[src/rtl/counter_rx_pkg.sv]
// ============================================================================
// Module  : counter_rx_pkg
// Purpose : Shared types, defaults and helpers for the counter frame receiver.
//           Optional macro OVF_TAG_EN adds an overflow tag bit to stored words.
// Revision: 1.0 - initial release
// ============================================================================
`default_nettype none

package counter_rx_pkg;

  typedef enum logic [1:0] {
    IDLE  = 2'd0,
    LOAD  = 2'd1,
    SHIFT = 2'd2,
    HOLD  = 2'd3
  } rx_state_t;

  localparam int DEF_NUM_CH  = 8;
  localparam int DEF_COUNT_W = 16;
  localparam int DEF_ADDR_W  = 4;
  localparam int MAX_CH      = 16;

`ifdef OVF_TAG_EN
  localparam int TAG_W = 1;
`else
  localparam int TAG_W = 0;
`endif

  // Mask with the low n bits set: the sweep is complete when it equals this.
  function automatic logic [MAX_CH-1:0] sweep_full_mask(input int n);
    logic [MAX_CH-1:0] m;
    m = '0;
    for (int i = 0; i < MAX_CH; i++) begin
      if (i < n) m[i] = 1'b1;
    end
    return m;
  endfunction

endpackage

`default_nettype wire

[src/rtl/counter_rx_regfile.sv]
// ============================================================================
// Module  : counter_rx_regfile
// Purpose : Per-channel count storage, one write port, combinational read
//           returning zero for addresses beyond the channel count.
// Revision: 1.0 - initial release
// ============================================================================
`default_nettype none

module counter_rx_regfile #(
  parameter int NUM_CH = 8,
  parameter int DATA_W = 16,
  parameter int ADDR_W = 4
) (
  input  logic              clk,
  input  logic              reset,
  input  logic              we,
  input  logic [ADDR_W-1:0] waddr,
  input  logic [DATA_W-1:0] wdata,
  input  logic [ADDR_W-1:0] raddr,
  output logic [DATA_W-1:0] rdata
);

  logic [DATA_W-1:0] mem [NUM_CH];

  always_ff @(posedge clk or posedge reset) begin
    if (reset) begin
      for (int i = 0; i < NUM_CH; i++) mem[i] <= '0;
    end else begin
      for (int i = 0; i < NUM_CH; i++) begin
        if (we && (waddr == ADDR_W'(i))) mem[i] <= wdata;
      end
    end
  end

  always_comb begin
    rdata = '0;
    for (int i = 0; i < NUM_CH; i++) begin
      if (raddr == ADDR_W'(i)) rdata = mem[i];
    end
  end

endmodule

`default_nettype wire

[src/rtl/counter_frame_receiver.sv]
// ============================================================================
// Module  : counter_frame_receiver
// Purpose : Deserializes MSB-first count words from the impulse counter link
//           into a per-channel register file; flags framing errors and sweeps.
//           Optional macro OVF_TAG_EN stores the overflow flag as a tag MSB.
// Revision: 1.0 - initial release
// ============================================================================
`default_nettype none

module counter_frame_receiver
  import counter_rx_pkg::*;
#(
  parameter int NUM_CH  = DEF_NUM_CH,
  parameter int COUNT_W = DEF_COUNT_W,
  parameter int ADDR_W  = DEF_ADDR_W
) (
  input  logic                     clk,
  input  logic                     reset,
  input  logic                     serial_in,
  input  logic                     sl_in,
  input  logic [ADDR_W-1:0]        addr_in,
  input  logic                     ovf_in,
  input  logic [ADDR_W-1:0]        rd_addr,
  output logic [COUNT_W+TAG_W-1:0] rd_data,
  output logic                     word_valid,
  output logic [ADDR_W-1:0]        word_ch,
  output logic [COUNT_W+TAG_W-1:0] word_data,
  output logic                     frame_done,
  output logic                     frame_err
);

  localparam int DATA_W = COUNT_W + TAG_W;
  localparam int SHW    = COUNT_W - 1;
  localparam int CNT_W  = $clog2(COUNT_W + 1);

  localparam logic [CNT_W-1:0]  LAST_CNT  = CNT_W'(COUNT_W - 1);
  localparam logic [ADDR_W:0]   NUM_CH_X  = (ADDR_W + 1)'(NUM_CH);
  localparam logic [MAX_CH-1:0] FULL_EXT  = sweep_full_mask(NUM_CH);
  localparam logic [NUM_CH-1:0] FULL_MASK = FULL_EXT[NUM_CH-1:0];

  rx_state_t          state;
  logic [SHW-1:0]     shreg;
  logic [CNT_W-1:0]   bit_cnt;
  logic [ADDR_W-1:0]  ch_q;
  logic [NUM_CH-1:0]  sweep_mask;

  logic [COUNT_W-1:0] w_word;
  logic [DATA_W-1:0]  w_wdata;
  logic               w_shift_ok;
  logic               w_last;
  logic               w_in_range;
  logic               w_we;
  logic [NUM_CH-1:0]  w_ch_bit;
  logic [NUM_CH-1:0]  w_mask_or;

  assign w_word     = {shreg, serial_in};
  assign w_shift_ok = (state == SHIFT) && !sl_in && (addr_in == ch_q);
  assign w_last     = (bit_cnt == LAST_CNT);
  assign w_in_range = ({1'b0, ch_q} < NUM_CH_X);
  assign w_we       = w_shift_ok && w_last && w_in_range;
  assign w_ch_bit   = NUM_CH'(1) << ch_q;
  assign w_mask_or  = sweep_mask | w_ch_bit;

`ifdef OVF_TAG_EN
  assign w_wdata = {ovf_in, w_word};
`else
  logic unused_ovf;
  assign unused_ovf = ovf_in;
  assign w_wdata    = w_word;
`endif

  counter_rx_regfile #(
    .NUM_CH (NUM_CH),
    .DATA_W (DATA_W),
    .ADDR_W (ADDR_W)
  ) u_regfile (
    .clk   (clk),
    .reset (reset),
    .we    (w_we),
    .waddr (ch_q),
    .wdata (w_wdata),
    .raddr (rd_addr),
    .rdata (rd_data)
  );

  always_ff @(posedge clk or posedge reset) begin
    if (reset) begin
      state      <= IDLE;
      shreg      <= '0;
      bit_cnt    <= '0;
      ch_q       <= '0;
      sweep_mask <= '0;
      word_valid <= 1'b0;
      word_ch    <= '0;
      word_data  <= '0;
      frame_done <= 1'b0;
      frame_err  <= 1'b0;
    end else begin
      word_valid <= 1'b0;
      frame_done <= 1'b0;
      frame_err  <= 1'b0;
      case (state)
        IDLE: begin
          if (sl_in) state <= LOAD;
        end
        LOAD: begin
          bit_cnt <= '0;
          if (!sl_in) begin
            ch_q    <= addr_in;
            shreg   <= SHW'(serial_in);
            bit_cnt <= CNT_W'(1);
            state   <= SHIFT;
          end
        end
        SHIFT: begin
          if (sl_in) begin
            frame_err <= 1'b1;
            state     <= LOAD;
          end else if (addr_in != ch_q) begin
            frame_err <= 1'b1;
            state     <= IDLE;
          end else begin
            shreg   <= w_word[SHW-1:0];
            bit_cnt <= bit_cnt + CNT_W'(1);
            if (w_last) begin
              state <= HOLD;
              if (w_in_range) begin
                word_valid <= 1'b1;
                word_ch    <= ch_q;
                word_data  <= w_wdata;
                // A repeated channel starts a fresh sweep from that channel.
                if ((sweep_mask & w_ch_bit) != '0) begin
                  sweep_mask <= w_ch_bit;
                end else if (w_mask_or == FULL_MASK) begin
                  sweep_mask <= '0;
                  frame_done <= 1'b1;
                end else begin
                  sweep_mask <= w_mask_or;
                end
              end else begin
                frame_err <= 1'b1;
              end
            end
          end
        end
        HOLD: begin
          if (sl_in) state <= LOAD;
        end
        default: state <= IDLE;
      endcase
    end
  end

endmodule

`default_nettype wire

[config.mk]
export PLATFORM = sky130hd
export DESIGN_NAME = counter_frame_receiver
export DESIGN_NICKNAME = d
export VERILOG_FILES = /design/src/rtl/counter_rx_pkg.sv /design/src/rtl/counter_rx_regfile.sv /design/src/rtl/counter_frame_receiver.sv
export SDC_FILE = /design/constraint.sdc
export NUM_CORES = 1
export LEC_CHECK = 0
export ABC_AREA = 1
export BUFFER_PORTS_ARGS = -buffer_cell sky130_fd_sc_hd__buf_2
export CELL_PAD_IN_SITES_DETAIL_PLACEMENT = 0
export CELL_PAD_IN_SITES_GLOBAL_PLACEMENT = 2
export CORE_MARGIN = 5
export CORE_UTILIZATION = 33
export DETAILED_ROUTE_END_ITERATION = 8
export PLACE_DENSITY = 0.77
export SYNTH_ARGS = -nofsm -noshare
export SYNTH_HDL_FRONTEND = slang
export SYNTH_HIERARCHICAL = 1
export SYNTH_SLANG_ARGS = --single-unit
export TNS_END_PERCENT = 5
[constraint.sdc]
create_clock -name clk -period 3.6 [get_ports clk]
set_input_delay 0.18 -clock clk [delete_from_list [all_inputs] [get_ports clk]]
set_output_delay 0.18 -clock clk [all_outputs]
set_load 0.01 [all_outputs]
==> out/qor.yml, run 1 <==
worst_setup_path:
  worst-setup-path-type: "flip-flop to flip-flop"
  cp_common_cell: "nor2_1"
  cp-start-kind: "flip-flop"
  critical-path-max-stage-delay_ns: 0.38
  critPathSlowestCell: "dfrtp_1"
  worst-endpoint-arrival_ns: 2.94
  crit_path_end_kind: "flip-flop"
  cp_max_fo: 32
  worst_ep_required_time_ns: 3.95
  critical_path_cell_by_cell: "ha_1 -> nand2_1 -> nor2_1 -> ha_1 -> inv_1 -> nor2_1 -> inv_1 -> nor2_2 -> nand2_1 -> nor3_4 -> buf_4 -> nor2_1 -> a21oi_1"
floorplanning:
  start_util_pct: 33.5
  die-width_um: 170
  boundaryPins: 52
  fp.dieArea_mm2: 0.0289
  fp.dieH_um: 170
  rows: 58
  core_mm2: 0.0253
synth:
  share_of_flip_flops_with_an_asynchronous_set_or_reset_after_synthesis_pct: 100
  yosysTopAreaCellShare_pct: 54.7
  synth_seq_area_share_pct: 54.7
  synth_top_flop_cell: "dfrtp_1"
  synth_nets: 1041
  synth_area_leaders: "dfrtp_1, nand2_1, nand3_1, o21ai_0, nor2_1"
  synth-warning-count: 6
  synth_seq_cells: 185
  post_synth_instance_area_mm2: 0.00846
  netlist.top_cell.by_area: "dfrtp_1"
  syn_area_per_cell_um2: 8.27
  synth_most_common_cell: "nand2_1"
  syn-instance-count: 1023
  synth_commonest_cells: "nand2_1, dfrtp_1, nand3_1"
  number_of_synthesized_flops_with_an_enable_pin: 0
  yosysUniqueCellTypes: 31
clock_network:
  tritoncts: "built"
  clk_latency_ns: 0.43
  cts.path.max_buffers: 2
  postCtsSetupRepairBufs: 0
  cts_hold_buf: 2
  path_clk_slew_ns: 0.07
  cts.sink_count: 185
  postCtsResizedCells: 0
  cts_made_buffers: 17
  clk_root_buffer_cell: "clkbuf_16"
  htree_num_levels: 4
routing:
  drt-wirelength-per-cell_um: 16.2
  firstDrtPassIters: 5
  detailroute.via_count: 6623
  vias_per_cell: 4.71
  dr.first_iter.drc_count: 362
  routed_wirelength_mm: 22.7
  postRouteAntennaNets: 0
  remaining_drc_errors: 0
pwr:
  power_leakage_uw: 0.00463
  vdd_ir_drop_max_mv: 0.292
  power_density_mw_per_mm2: 494
final_layout:
  diodes: 0
  finalNonFillerCells: 1405
  area_delta_synth_final_pct: 14.0
  stdcell_area_mm2: 0.00965
  final_nets: 1080
  drive_above_1_share_pct: 11.8
timing:
  final.hold.worst_slack_ns: 0.0388
  setup-violations-final: 0
  timing_max_transition_violations_final: 0
  setup-tns-final_ns: 0
  finalCritPeriodShare_pct: 71.8
  timing.final.crit_period_ns: 2.58
  fmax_ghz: 0.387
  setup_repair_after_global_routing_missed_its_margin: "no"
  fin_skew_ns: 0.0108
  hold_violations: 0
  normalized_max_slew_margin_pct: 49.0
  timing_worst_slew_pin_value_ns: 0.764
global_route:
  grt_pass1_wl_mm: 37.0
  number_of_global_route_vias_before_repair: 6495
  grtUsageTotal_pct: 16.2
  grt_remaining_overflow: 0
  grt_antenna_before_repair: 0
  grt_max_degree: 129
placement:
  place_area_mm2: 0.00903
  final_weighted_congestion_in_routability_driven_placement: 0.725
  place.detailed.hpwl_mm: 14.0
  dp.cells: 1371
  buffer_ports.inserted: 50
min_path:
  worstHoldPathType: "primary input to flip-flop"
status:
  status: "completed"
job:
  max_cap_viol_count: 0
==> routing by layer <==
metal	track usage, %	share of wire [%]
met1	22.6	49
met2	26.7	48
met5	0	0
met3	2.51	2.5
met4	3.99	0.77
==> state kept, by name, summed over array words and instances, names as in the netlist <==
name and cells:
word_valid 1, word_ch 4, u_regfile/mem 128, frame_done 1, shreg 15, sweep_mask 8, word_data 16, ch_q 4
frame_err 1, state 2, bit_cnt 5
==> cell usage in the layout (no fill, tap or decap), types with 2 or more instances in the layout <==
master and instances:
a21oi_1 33, buf_2 50, buf_4 15, bufinv_16 2, clkbuf_16 17, clkbuf_8 4
clkinv_2 3, clkinv_4 2, clkinvlp_4 4, dfrtp_1 185, dlygate4sd3_1 2, ha_1 5
inv_1 78, inv_2 3, nand2_1 298, nand2_2 2, nand3_1 113, nand4_1 26
nor2_1 80, nor2_2 7, nor2_4 8, o211ai_1 4, o21ai_0 111, o22ai_1 6
xor2_1 4
==> final timing paths <==
path	start	to	slack (ns)	depth (start not counted)
worst min-delay path	addr_in[2]	ch_q[2]	0.04	3
max in group asynchronous	reset	word_data[9]	2.29	4
worst max register to register	bit_cnt[0]	u_regfile/mem[40]	1.02	13
min in group asynchronous	reset	u_regfile/mem[2]	0.48	4
worst min register to register	word_data[4]	word_data[4]	0.47	2
worst max-delay path	bit_cnt[0]	u_regfile/mem[40]	1.02	13
==> kinds of logic after synthesis <==
kind of cell               count (synthesis)  share of synthesized area (%)
and+or+nand+nor                          541                           27.9
DFF                                      185                           54.7
AOI/OAI and AO/OA                        156                           9.51
buffers and inverters                    131                           6.56
adders and majority gates                  5                          0.739
xor gates and xnor gates                   4                          0.414
muxes                                      1                          0.133
==> layout make-up <==
class	count	area (um^2)
fill	2674	15600
sequential	185	4630
multi-input combinational	707	3290
clock buffer	22	484
tap	330	413
timing repair buffer	68	403
inverter	83	315
clock inverter	10	118
==> through the flow <==
| stage | setup WS, ns | utilization, % | total power, uW |
|---|---|---|---|
| finish | 1.02 | 38.2 | 4770 |
| global route | 0.713 | 38.2 | 5010 |
| CTS | 0.998 | 38.2 | 4830 |
| detailed placement | 1.03 | 35.7 | 2900 |
| global placement | 1.05 | 35.7 | 2900 |
| floorplan | 0.00736 | - | 2690 |
==> power by group <==
group | internal (uW) | switching (uW) | leakage [uW] | total (uW)
sequential | 2140 | 129 | 0.00255 | 2270
combinational | 159 | 427 | 0.00180 | 586
clock | 1100 | 810 | 0.000284 | 1910
total | 3400 | 1370 | 0.00463 | 4770
==> critical path: cells and delay by family (launching register included) <==
family | cells | cell delay (ns)
fa+ha+maj | 2 | 0.35
simple gates | 7 | 1.06
compound gates | 1 | 0.13
flops | 1 | 0.38
buf+inv | 3 | 0.57
Note: power is estimated with default switching activity, not from simulation.
==> run 2: changes to the inputs <==
ABC_AREA = 0   (was 1)
CORE_UTILIZATION = 43   (was 33)
PLACE_DENSITY = 0.82   (was 0.77)
clock period = 2.4 ns   (was 3.6 ns; I/O delays follow)
==> out/qor.yml, run 2 <==
worst_setup_path:
  critPathSlowestCell: "dfrtp_1"
  worstPathBufferInverterCount: 2
  critical_path_cell_by_cell: "xor2_1 -> nor4_4 -> nand4b_1 -> inv_1 -> nor3b_4 -> and3_1 -> buf_12 -> mux2_2"
  worstReg2RegStart: "ch_q[1]"
  reg2reg_to: "u_regfile/mem[64]"
  worst-endpoint-arrival_ns: 2.59
  cp_max_fo: 16
  reg2reg_slack_ns: 0.12
  cpLargestDelayFamily: "simple AND/OR/NAND/NOR gates"
  worst_ep_required_time_ns: 2.71
  cp-start-kind: "flip-flop"
  critical-path-max-stage-delay_ns: 0.40
  worst_r2r_path_depth: 8
  worst-setup-path-type: "flip-flop to flip-flop"
  crit_path_end_kind: "flip-flop"
min_path:
  hold_path_depth: 3
  min_to: "frame_err"
  start_point_of_the_worst_hold_path: "sl_in"
  worstHoldPathType: "primary input to flip-flop"
pwr:
  power_density_mw_per_mm2: 747
  vdd_ir_drop_max_mv: 0.553
  power_leakage_uw: 0.00502
synth:
  synth_simple_gate_area_share_pct: 9.07
  yosysTopAreaCellShare_pct: 51.7
  combinational_family_with_the_most_area_after_synthesis: "multiplexers"
  synth_seq_cells: 185
  share_of_flip_flops_with_an_asynchronous_set_or_reset_after_synthesis_pct: 100
  synth.area.mux_share_pct: 25.6
  netlist.top_cell.by_area: "dfrtp_1"
  synth_commonest_cells: "dfrtp_1, mux2_2, nand2_1"
  yosys.area_share.adder_pct: 0.699
  number_of_synthesized_flops_with_an_enable_pin: 0
  synth-warning-count: 6
  syn-instance-count: 692
  synth_area_leaders: "dfrtp_1, mux2_2, mux2i_1, mux4_2, nand2_1"
  syn_area_per_cell_um2: 12.9
  synth_top_flop_cell: "dfrtp_1"
  yosysUniqueCellTypes: 65
  synth_seq_area_share_pct: 51.7
  post_synth_instance_area_mm2: 0.00895
  post_synth_xor_area_fraction_pct: 0.587
  synth_nets: 710
  synth_compound_gate_area_share_pct: 8.02
  synth_most_common_cell: "dfrtp_1"
clock_network:
  tritoncts: "built"
  path_clk_slew_ns: 0.07
  cts.path.max_buffers: 2
  postCtsResizedCells: 0
  clk_root_buffer_cell: "clkbuf_16"
  cts.sink_count: 185
  htree_num_levels: 4
  clk_latency_ns: 0.43
  cts_made_buffers: 17
job:
  max_cap_viol_count: 0
timing:
  setup-violations-final: 0
  fin_skew_ns: 0.00881
  setup-tns-final_ns: 0
  fmax_ghz: 0.439
  hold_violations: 0
  setup_repair_after_global_routing_missed_its_margin: "no"
  timing_worst_slew_pin_value_ns: 0.627
  finalCritPeriodShare_pct: 94.9
  timing.final.crit_period_ns: 2.28
  timing_max_transition_violations_final: 0
  normalized_max_slew_margin_pct: 58.1
floorplanning:
  fp.dieH_um: 154
  boundaryPins: 52
  start_util_pct: 44.0
  die-width_um: 154
  fp.dieArea_mm2: 0.0238
  core_mm2: 0.0204
  rows: 52
routing:
  vias_per_cell: 5.60
  routed_wirelength_mm: 20.1
  postRouteAntennaNets: 0
  drt-wirelength-per-cell_um: 19.5
  dr.first_iter.drc_count: 298
  firstDrtPassIters: 5
  detailroute.via_count: 5788
  remaining_drc_errors: 0
final_layout:
  final_nets: 769
  max_flop_register: "u_regfile/mem"
  area_delta_synth_final_pct: 14.6
  layout.cells.most_common: "dfrtp_1"
  largest_register_ff_count: 128
  fin_util_pct: 50.4
  diodes: 0
  reg_top3: "u_regfile/mem (128), word_data (16), shreg (15)"
  drive_above_1_share_pct: 37.6
  most-common-layout-cells: "dfrtp_1, mux2_2, buf_2"
placement:
  buffer_ports.inserted: 50
  final_weighted_congestion_in_routability_driven_placement: 0.770
  place.detailed.hpwl_mm: 13.1
global_route:
  grt_max_degree: 92
  grt_antenna_before_repair: 0
  grt_remaining_overflow: 0
  number_of_global_route_vias_before_repair: 6133
  grt_pass1_wl_mm: 33.2
  grtUsageTotal_pct: 17.4
status:
  status: "completed"
-- run 2: cell families (layout without fill, tap and decap cells) --
kind of cell,count (synthesis),count (layout)
multiplexers,197,197
flip-flops,185,185
XOR/XNOR,6,6
AO/OA/AOI/OAI,97,97
AND/OR/NAND/NOR,137,137
adder cells (fa/ha/maj),5,5
buffers and inverters,65,137
-- run 2: worst max-delay path by stage --
stage / cells after the start / from / slack, ns / end
after floorplan: 12 / ch_q[1] / -0.54 / u_regfile/mem[64]
after CTS: 8 / ch_q[1] / 0.02 / u_regfile/mem[86]
final: 8 / ch_q[1] / 0.12 / u_regfile/mem[64]
after global routing: 8 / ch_q[1] / 0.001 / u_regfile/mem[64]
after detailed placement: 8 / ch_q[1] / 0.01 / u_regfile/mem[111]
after global placement: 8 / ch_q[1] / 0.08 / u_regfile/mem[111]
-- run 2: layout make-up --
| class | instances | area (um^2) |
|---|---|---|
| fill | 1765 | 10100 |
| sequential | 185 | 4630 |
| multi-input combinational | 442 | 3940 |
| timing repair buffer | 88 | 686 |
| clock buffer | 20 | 457 |
| tap | 270 | 338 |
| clock inverter | 12 | 139 |
| inverter | 17 | 67.6 |
-- run 2: where the power goes --
part / switching [uW] / internal (uW) / total [uW]
Combinational: 757 / 539 / 1300
Sequential: 275 / 3260 / 3530
Clock: 1220 / 1610 / 2830
-- run 2: what timing repair did --
action / CTS / global route
endpoints found under the hold margin: 160 / 0
buffers inserted: 1 / 1
hold buffers: 5 / 0
endpoints found under the setup margin: 1 / 16
-- run 2: layer usage --
| metal | up-vias | wire, um | GRT usage, % |
|---|---|---|---|
| met5 | - | 0 | 0 |
| met4 | 0 | 258 | 5.26 |
| met3 | 21 | 607 | 2.71 |
| met2 | 90 | 9840 | 28.2 |
| met1 | 3035 | 9430 | 24.3 |
| li1 | 2642 | - | - |
-- run 2: stage by stage --
step	cell area [um^2]	setup slack (ns)	std cells	hold WS (ns)	total power, uW
3_3_place_gp	9570	0.0811	995	0.268	4840
5_1_grt	10300	0.00126	1034	0.156	8020
2_1_floorplan	8960	-0.544	692	0.270	4470
6_report	10300	0.121	1034	0.115	7660
4_1_cts	10200	0.0233	1033	0.116	7730
3_5_place_dp	9570	0.0119	995	0.277	4900
-- run 2: worst register-to-register path, delay by kind of cell (launching register included) --
family / cells / cell delay (ns)
muxes: 1 / 0.36
xor gates and xnor gates: 1 / 0.19
and+or+nand+nor: 4 / 0.87
buffers and inverters: 2 / 0.34
DFF: 1 / 0.40
==> run 3: changes to the inputs <==
BUFFER_PORTS_ARGS = default   (was -buffer_cell sky130_fd_sc_hd__buf_2)
CORE_UTILIZATION = 45   (was 43)
DONT_BUFFER_PORTS = 1   (was default)
==> out/qor.yml, run 3 (synthesis gave the netlist of run 2 again) <==
min_path:
  start_point_of_the_worst_hold_path: "sl_in"
  worstHoldPathType: "primary input to flip-flop"
routing:
  dr.first_iter.drc_count: 374
  routed_wirelength_mm: 20.4
  vias_per_cell: 5.73
  detailroute.via_count: 5597
  remaining_drc_errors: 0
  firstDrtPassIters: 4
  postRouteAntennaNets: 0
  drt-wirelength-per-cell_um: 20.9
final_layout:
  most-common-layout-cells: "dfrtp_1, mux2_2, nand2_1"
  max_flop_register: "u_regfile/mem"
  finalNonFillerCells: 977
  layout.cells.most_common: "dfrtp_1"
  reg_top3: "u_regfile/mem (128), word_data (16), shreg (15)"
  fin_util_pct: 51.0
  area_of_the_multi_input_gates_mm2: 0.00394
  area_delta_synth_final_pct: 11.2
  final_nets: 717
  area.sequential_mm2: 0.00463
  fillers: 1677
  drive_above_1_share_pct: 32.9
  largest_register_ff_count: 128
  diodes: 0
worst_setup_path:
  worst_ep_required_time_ns: 2.71
  worst-setup-path-type: "flip-flop to flip-flop"
  cp_max_fo: 16
  reg2reg_slack_ns: 0.11
  cp-start-kind: "flip-flop"
  worst-endpoint-arrival_ns: 2.60
  critical_path_cell_by_cell: "xor2_1 -> nor4_4 -> nand4b_1 -> inv_1 -> nor3b_4 -> and3_1 -> buf_12 -> mux2_2"
  critical_path.startpoint: "ch_q[1]"
  critPathSlowestCell: "dfrtp_1"
  critical-path-max-stage-delay_ns: 0.39
  worstReg2RegStart: "ch_q[1]"
  crit_path_end_kind: "flip-flop"
clock_network:
  cts.sink_count: 185
  htree_num_levels: 4
  cts.path.max_buffers: 2
  cts_made_buffers: 17
  clk_latency_ns: 0.43
  clk_root_buffer_cell: "clkbuf_16"
  tritoncts: "built"
  path_clk_slew_ns: 0.07
timing:
  fin_skew_ns: 0.00737
  fmax_ghz: 0.437
  timing_max_transition_violations_final: 0
  finalCritPeriodShare_pct: 95.3
  setup-violations-final: 0
  normalized_max_slew_margin_pct: 51.0
  setup_repair_after_global_routing_missed_its_margin: "yes"
  final.hold.worst_slack_ns: 0.0441
  timing.final.crit_period_ns: 2.29
  timing_worst_slew_pin_value_ns: 0.730
  hold_violations: 0
placement:
  buffer_ports.inserted: 0
  final_weighted_congestion_in_routability_driven_placement: 0.810
  dp.cells: 936
  place.detailed.hpwl_mm: 12.9
global_route:
  grtUsageTotal_pct: 19.0
  grt_pass1_wl_mm: 32.9
  grt_remaining_overflow: 0
  grt_max_degree: 65
  grt_antenna_before_repair: 1
  number_of_global_route_vias_before_repair: 5887
pwr:
  power_leakage_uw: 0.00473
  seq_power_share_pct: 47.1
  p_int_uw: 5330
  power.switching_fraction_pct: 29.2
  vdd_ir_drop_max_mv: 0.501
  power_density_mw_per_mm2: 756
  power.clock.fraction_pct: 37.0
  power.share.combinational_pct: 15.9
  switchingPower_uw: 2200
job:
  max_cap_viol_count: 0
floorplanning:
  rows: 51
  fp.dieArea_mm2: 0.0228
  start_util_pct: 45.9
  fp.dieH_um: 151
  boundaryPins: 52
  core_mm2: 0.0195
  die-width_um: 151
status:
  status: "completed"
## run 3: changes by cell type in the layout (fill, tap and decap cells not counted), sizes merged
cell / delta
buf: -54
clkinvlp: +2
dlygate4sd3: +2
clkbuf: -1
inv: -1
## run 3: area by class of cell
type | instances | share of cell area [%]
clock buffers | 19 | 4.45
well taps | 265 | 3.33
clock inverters | 13 | 1.45
inverters | 17 | 0.679
repair buffers | 36 | 3.97
flip-flops and latches | 185 | 46.5
multi-input cells | 442 | 39.6
## run 3: critical path: cells and delay by family (launching register included)
kind / cells / cell delay (ns)
xor+xnor: 1 / 0.19
flops: 1 / 0.39
buf+inv: 2 / 0.32
simple gates: 4 / 0.91
mux: 1 / 0.35
## run 3: timing repair
item / in CTS / in global routing
hold buffers: 7 / 0
hold endpoints to repair: 209 / 0
resized for setup: 0 / 3
setup endpoints to repair: 0 / 34
setup buffers: 0 / 2
## run 3: metal layers
| layer | vias up | routed length, um | share of wire [%] | global-route usage (%) |
|---|---|---|---|---|
| li1 | 2538 | - | - | - |
| met1 | 2931 | 9240 | 45 | 25.4 |
| met2 | 107 | 9970 | 49 | 31.0 |
| met3 | 19 | 957 | 4.7 | 4.97 |
| met4 | 2 | 229 | 1.1 | 4.71 |
| met5 | - | 9 | 0.044 | 0 |
## run 3: power by group through the flow
stage          clock [uW]  combinational (uW)  sequential (uW)
4_1_cts              2850                1190             3540
3_5_place_dp            0                1170             3600
2_1_floorplan           0                 969             3500
3_3_place_gp            0                1150             3570
5_1_grt              2980                1320             3570
6_report             2790                1200             3540
## run 3: through the flow
stage          setup WS, ns  instance area [um^2]  TNS (ns)  power (uW)
6_report              0.112                  9950         0        7530
3_5_place_dp         0.0282                  9260         0        4770
4_1_cts              0.0170                  9920         0        7590
5_1_grt            -0.00400                  9950  -0.00400        7880
3_3_place_gp         0.0382                  9260         0        4720
2_1_floorplan        -0.544                  8960    -42.15        4470
## run 3: worst paths after layout
path,end,cells past startpoint
setup / recovery,u_regfile/mem[70],8
hold reg to reg,u_regfile/mem[111],1
hold / removal,ch_q[3],2
max in group asynchronous,u_regfile/mem[48],3
setup reg to reg,u_regfile/mem[70],8
min in group asynchronous,u_regfile/mem[108],2
